$ cat src/rtl/apuf_classic.sv
// apuf_classic: arbiter PUF with N_STAGES cross-switchable stages and launch/race/capture/recover sequencing.
// Define APUF_SIM_DELAY_EN to give each stage deterministic transport delays for reproducible simulation.
`timescale 1ns/1ps
module apuf_classic #(
  parameter int N_STAGES      = 64,
  parameter int SETTLE_CYCLES = 4
) (
  input  logic                clk,
  input  logic                rstN,
  input  logic                tigSignal,
  input  logic                vcc,
  input  logic [N_STAGES-1:0] c,
  output logic                respReady,
  output logic                respBit,
  output logic                pathT,
  output logic                pathB,
  output logic                tigReg
);

  // state   | meaning
  // IDLE    | waiting for a trigger rise with vcc high
  // LAUNCH  | challenge latched, drive rising edge into both chains
  // RACE    | let the race settle for SETTLE_CYCLES cycles
  // CAPTURE | publish arbiter result, pulse respReady, drop launch
  // RECOVER | let both chains return to 0 before the next trigger
  localparam logic [2:0] IDLE    = 3'd0;
  localparam logic [2:0] LAUNCH  = 3'd1;
  localparam logic [2:0] RACE    = 3'd2;
  localparam logic [2:0] CAPTURE = 3'd3;
  localparam logic [2:0] RECOVER = 3'd4;

  localparam int CW = $clog2(SETTLE_CYCLES + 1);
  localparam logic [CW-1:0] CNT_LOAD = CW'(SETTLE_CYCLES - 1);

  logic [2:0]          state;
  logic [CW-1:0]       cnt;
  logic                tig_d;
  logic                rise;
  logic [N_STAGES-1:0] c_reg;
  logic                arb_d;
  (* keep = "true", dont_touch = "true" *) logic arb_q;

  assign rise = tigSignal & ~tig_d;

  for (genvar i = 0; i < N_STAGES; i++) begin : g_stage
    logic t_in;
    logic b_in;
    (* keep = "true", dont_touch = "true" *) logic t_out;
    (* keep = "true", dont_touch = "true" *) logic b_out;
    if (i == 0) begin : g_head
      assign t_in = tigReg;
      assign b_in = tigReg;
    end else begin : g_link
      assign t_in = g_stage[i-1].t_out;
      assign b_in = g_stage[i-1].b_out;
    end
`ifdef APUF_SIM_DELAY_EN
    // top output always costs 10 ps, bottom output 11 ps, whichever input feeds it
    assign #0.010 t_out = c_reg[i] ? b_in : t_in;
    assign #0.011 b_out = c_reg[i] ? t_in : b_in;
`else
    assign t_out = c_reg[i] ? b_in : t_in;
    assign b_out = c_reg[i] ? t_in : b_in;
`endif
  end

  assign pathT = g_stage[N_STAGES-1].t_out;
  assign pathB = g_stage[N_STAGES-1].b_out;

`ifdef APUF_SIM_DELAY_EN
  // one tick of setup on D so that a simultaneous arrival resolves to 0
  assign #0.001 arb_d = pathT;
`else
  assign arb_d = pathT;
`endif

  always_ff @(posedge pathB or negedge tigReg) begin
    if (!tigReg) arb_q <= 1'b0;
    else         arb_q <= arb_d;
  end

  always_ff @(posedge clk or negedge rstN) begin
    if (!rstN) begin
      state     <= IDLE;
      cnt       <= '0;
      tig_d     <= 1'b0;
      c_reg     <= '0;
      tigReg    <= 1'b0;
      respBit   <= 1'b0;
      respReady <= 1'b0;
    end else begin
      tig_d     <= tigSignal;
      respReady <= 1'b0;
      if (!vcc) begin
        state  <= IDLE;
        tigReg <= 1'b0;
      end else begin
        case (state)
          IDLE: begin
            if (rise) begin
              c_reg <= c;
              state <= LAUNCH;
            end
          end
          LAUNCH: begin
            tigReg <= 1'b1;
            cnt    <= CNT_LOAD;
            state  <= RACE;
          end
          RACE: begin
            if (cnt == '0) begin
              respBit   <= arb_q;
              respReady <= 1'b1;
              state     <= CAPTURE;
            end else begin
              cnt <= cnt - 1'b1;
            end
          end
          CAPTURE: begin
            tigReg <= 1'b0;
            cnt    <= CNT_LOAD;
            state  <= RECOVER;
          end
          RECOVER: begin
            if (cnt == '0) state <= IDLE;
            else           cnt   <= cnt - 1'b1;
          end
          default: begin
            tigReg <= 1'b0;
            state  <= IDLE;
          end
        endcase
      end
    end
  end

endmodule

$ cat config.mk
export PLATFORM = sky130hd
export DESIGN_NAME = apuf_classic
export DESIGN_NICKNAME = d
export VERILOG_FILES = /design/src/rtl/apuf_classic.sv
export SDC_FILE = /design/constraint.sdc
export NUM_CORES = 1
export LEC_CHECK = 0
export ABC_AREA = 1
export CAP_MARGIN = 20
export CORE_MARGIN = 2
export CORE_UTILIZATION = 30
export DETAILED_ROUTE_END_ITERATION = 6
export GPL_TIMING_DRIVEN = 0
export PLACE_DENSITY = 0.6
export SETUP_SLACK_MARGIN = 0.02
export SKIP_CTS_REPAIR_TIMING = 1
export SLEW_MARGIN = 20
export SYNTH_ARGS = -nofsm -noshare
export SYNTH_HDL_FRONTEND = slang
export SYNTH_SLANG_ARGS = --single-unit
$ cat constraint.sdc
create_clock -name clk -period 9.6 [get_ports clk]
set_input_delay 1.44 -clock clk [delete_from_list [all_inputs] [get_ports clk]]
set_output_delay 1.44 -clock clk [all_outputs]
set_load 0.01 [all_outputs]
* After elaboration in Yosys (flattened, before gate mapping)
Cells that the tools add are included.
** Word-level totals
- Output and inout bits :: 5
- Logic and storage cells :: 40
- Register bits :: 11
- Input port bits :: 68
** Operators by class
- $add $sub $neg :: 1
- Bitwise gates (word level) :: 2
- Multiplexer cells :: 12
- Eq/ne operators :: 9
- Reductions and logical operators :: 9
** Operator list (number)
- 3-bit 2-to-1 mux :: 5
- 3-bit case mux with 5 select lines :: 1
- 3-bit inequality test, second input constant :: 3
- 3-bit AND reduction :: 3
- 3-bit by 2-bit equality test with 1-bit output, second input constant :: 2
- 3-bit zero test :: 2
- 3-bit case mux with 2 select lines :: 1
- 1-bit 2-to-1 mux :: 4
- 2-bit inequality test, second input constant :: 2
- 2-bit OR reduction :: 2
- 3-bit by 1-bit equality test with 1-bit output, second input constant :: 1
- 3-bit equality test, second input constant :: 1
- 3-bit OR reduction :: 1
- 3-bit by 1-bit subtractor with 3-bit output, second input constant :: 1
- 1-bit case mux with 2 select lines :: 1
- 2-bit nonzero test :: 1
- 1-bit AND :: 1
- 1-bit NOT :: 1

* Depth between registers and ports, before layout
- Depth after elaboration :: 5
- Mapped depth :: 9
- Gate-level depth less buffers :: 9

==> impl_results.md <==
* Run status: finished, final reports clean
* Final period util at 29.2%
* TritonCTS buffer count at 3
* Final slew viol count at 0
* GPL Wtd Cong at 0.752
* Slew margin rel. at 71.6%
* Pre-Repair DR Iteration Count at 3
* CP Cell Sequence: buf_4 -> clkdlybuf4s50_1
* Placed wire-length estimate at 749 µm
* Hold Fails Final Rpt at 0
* LEAKAGE at 0.371 nW
* Slowest stage delay, CP at 0.52 ns
* Height of the chip at 47.6 µm
* Post-route ant nets at 0
* Crit path max-delay family: buffers and inverters
* N_diodes at 0
* DRC at 0
* Initial antenna violation count at 0
* FP Rows at 15
* Drt initial violations at 2
* Max frequency at 0.356 GHz
* Worst-margin pin slew at 0.424 ns
* Starting Density at 32.3%
* CP bufs+invs at 2
* Die Wd at 47.6 µm
* Largest vdd supply drop at 105 µV
* Most common cell after layout, fill and taps aside: nand2_1
* Clk slew on worst S/H paths at 0.06 ns
* Power density cells at 215 nW/µm²
* RSZ-0062 raised after global routing: no
* Setup TNS at 0 ns
* Core area at 1760 µm²
* Via count at 463
* # port buffers at 8
* Worst Skew at 0.00132 ns
* Vias in the first global route at 403
* Max Buffers Root-to-Sink at 2
* H-tree Lvls at 1
* Power after layout at 154 µW
* Post-Place Cells at 100
* Final wirelength at 980 µm
* CTS tree: yes
* Total Routing Usage GR at 11.4%
* Number of max-cap violations at 0
* First-pass GRT wire length at 1.71 mm
* Area added between synthesis and finish at 25.9%
* Synth Cell Area at 569 µm²
* CP required at 8.16 ns
* Hold Path Class: reg2reg
* Root Driver: clkbuf_4
* CP startpoint kind: register
* Io pins at 73
* Most frequent cells in the layout: 17 x nand2_1, 11 x dfrtp_1, 8 x clkdlybuf4s50_1
* Synthesized Nets at 137
* Clk_lat worst skew at 0.27 ns
* Fin cells at 104
* Synth Warn # at 0
* Avg Cell Area, Syn at 8.50 µm²
* Critical-path top delay cell: clkdlybuf4s50_1
* Avg WL per Cell at 9.42 µm
* Setup Crit Path Kind: reg2out
* Final #Nets at 150
* Final hold slack at 0.501 ns
* Fill cell count at 186
* Grt total ovfl at 0
* Pin count of the biggest net entering global routing at 11
* # setup viols final at 0
* Critical Path AT at 1.37 ns
* Final min period at 2.81 ns
* Critical path peak fanout at 7
* Layout cells sized above 1 at 22.8%
* Mapped Cells at 67
* Endpoints left unconstrained at 1
* Util after Layout at 40.6%
* Count of unclocked register or latch pins at 1
* Routed vias/inst at 4.45
* Crit path capture type: primary output
* Die area at 2260 µm²
==> worst min-delay path: stages, from the launching register on <==
cell,delay [ns]
dfrtp_1,0.34
nand2_1,0.06
nand2_1,0.06
==> where the power goes <==
| group | leakage [nW] | switching, mW | internal, mW |
|---|---|---|---|
| clock | 0.0210 | 0.0146 | 0.0231 |
| combinational | 0.207 | 0.0300 | 0.0257 |
| sequential | 0.143 | 0.00778 | 0.0528 |
==> routing by layer <==
metal,routed length [µm],share of wire [%],vias up,GRT usage [%]
met5,0,0,-,0
met4,17,1.7,0,3.24
met3,63,6.4,4,6.79
met2,423,43,12,15.4
met1,476,49,207,15.3
li1,-,-,240,-
==> metrics by stage <==
stage	cell area [µm²]	setup WS (ns)
after CTS	717	6.77
after global placement	681	6.96
after floorplan	569	7.55
final	717	6.79
after detailed placement	681	6.96
after global routing	717	6.72
==> area by class of cell <==
| class | count | area, µm² | area share (%) |
|---|---|---|---|
| flip-flops and latches | 11 | 275 | 38.4 |
| clock buffers | 4 | 36.3 | 5.06 |
| well taps | 25 | 31.3 | 4.36 |
| multi-input cells | 44 | 241 | 33.7 |
| plain buffers | 2 | 15.0 | 2.09 |
| inverters | 10 | 37.5 | 5.24 |
| repair buffers | 8 | 80.1 | 11.2 |
==> worst paths after layout <==
check | start | end | slack [ns] | cells past startpoint
max | pathB | tigReg | 6.79 | 2
min reg2reg | respBit | respBit | 0.50 | 2
max reg2reg | cnt[0] | cnt[2] | 8.30 | 9
min | respBit | respBit | 0.50 | 2
max in group asynchronous | rstN | pathB | 7.83 | 1
min in group asynchronous | rstN | state[1] | 1.47 | 1
==> state kept, by name (all words and copies together) (netlist names) <==
| name | count |
|---|---|
| pathB | 1 |
| respBit | 1 |
| cnt | 3 |
| state | 3 |
| tig_d | 1 |
| arb_q | 1 |
| respReady | 1 |
Power figures use the tool's default switching activity.
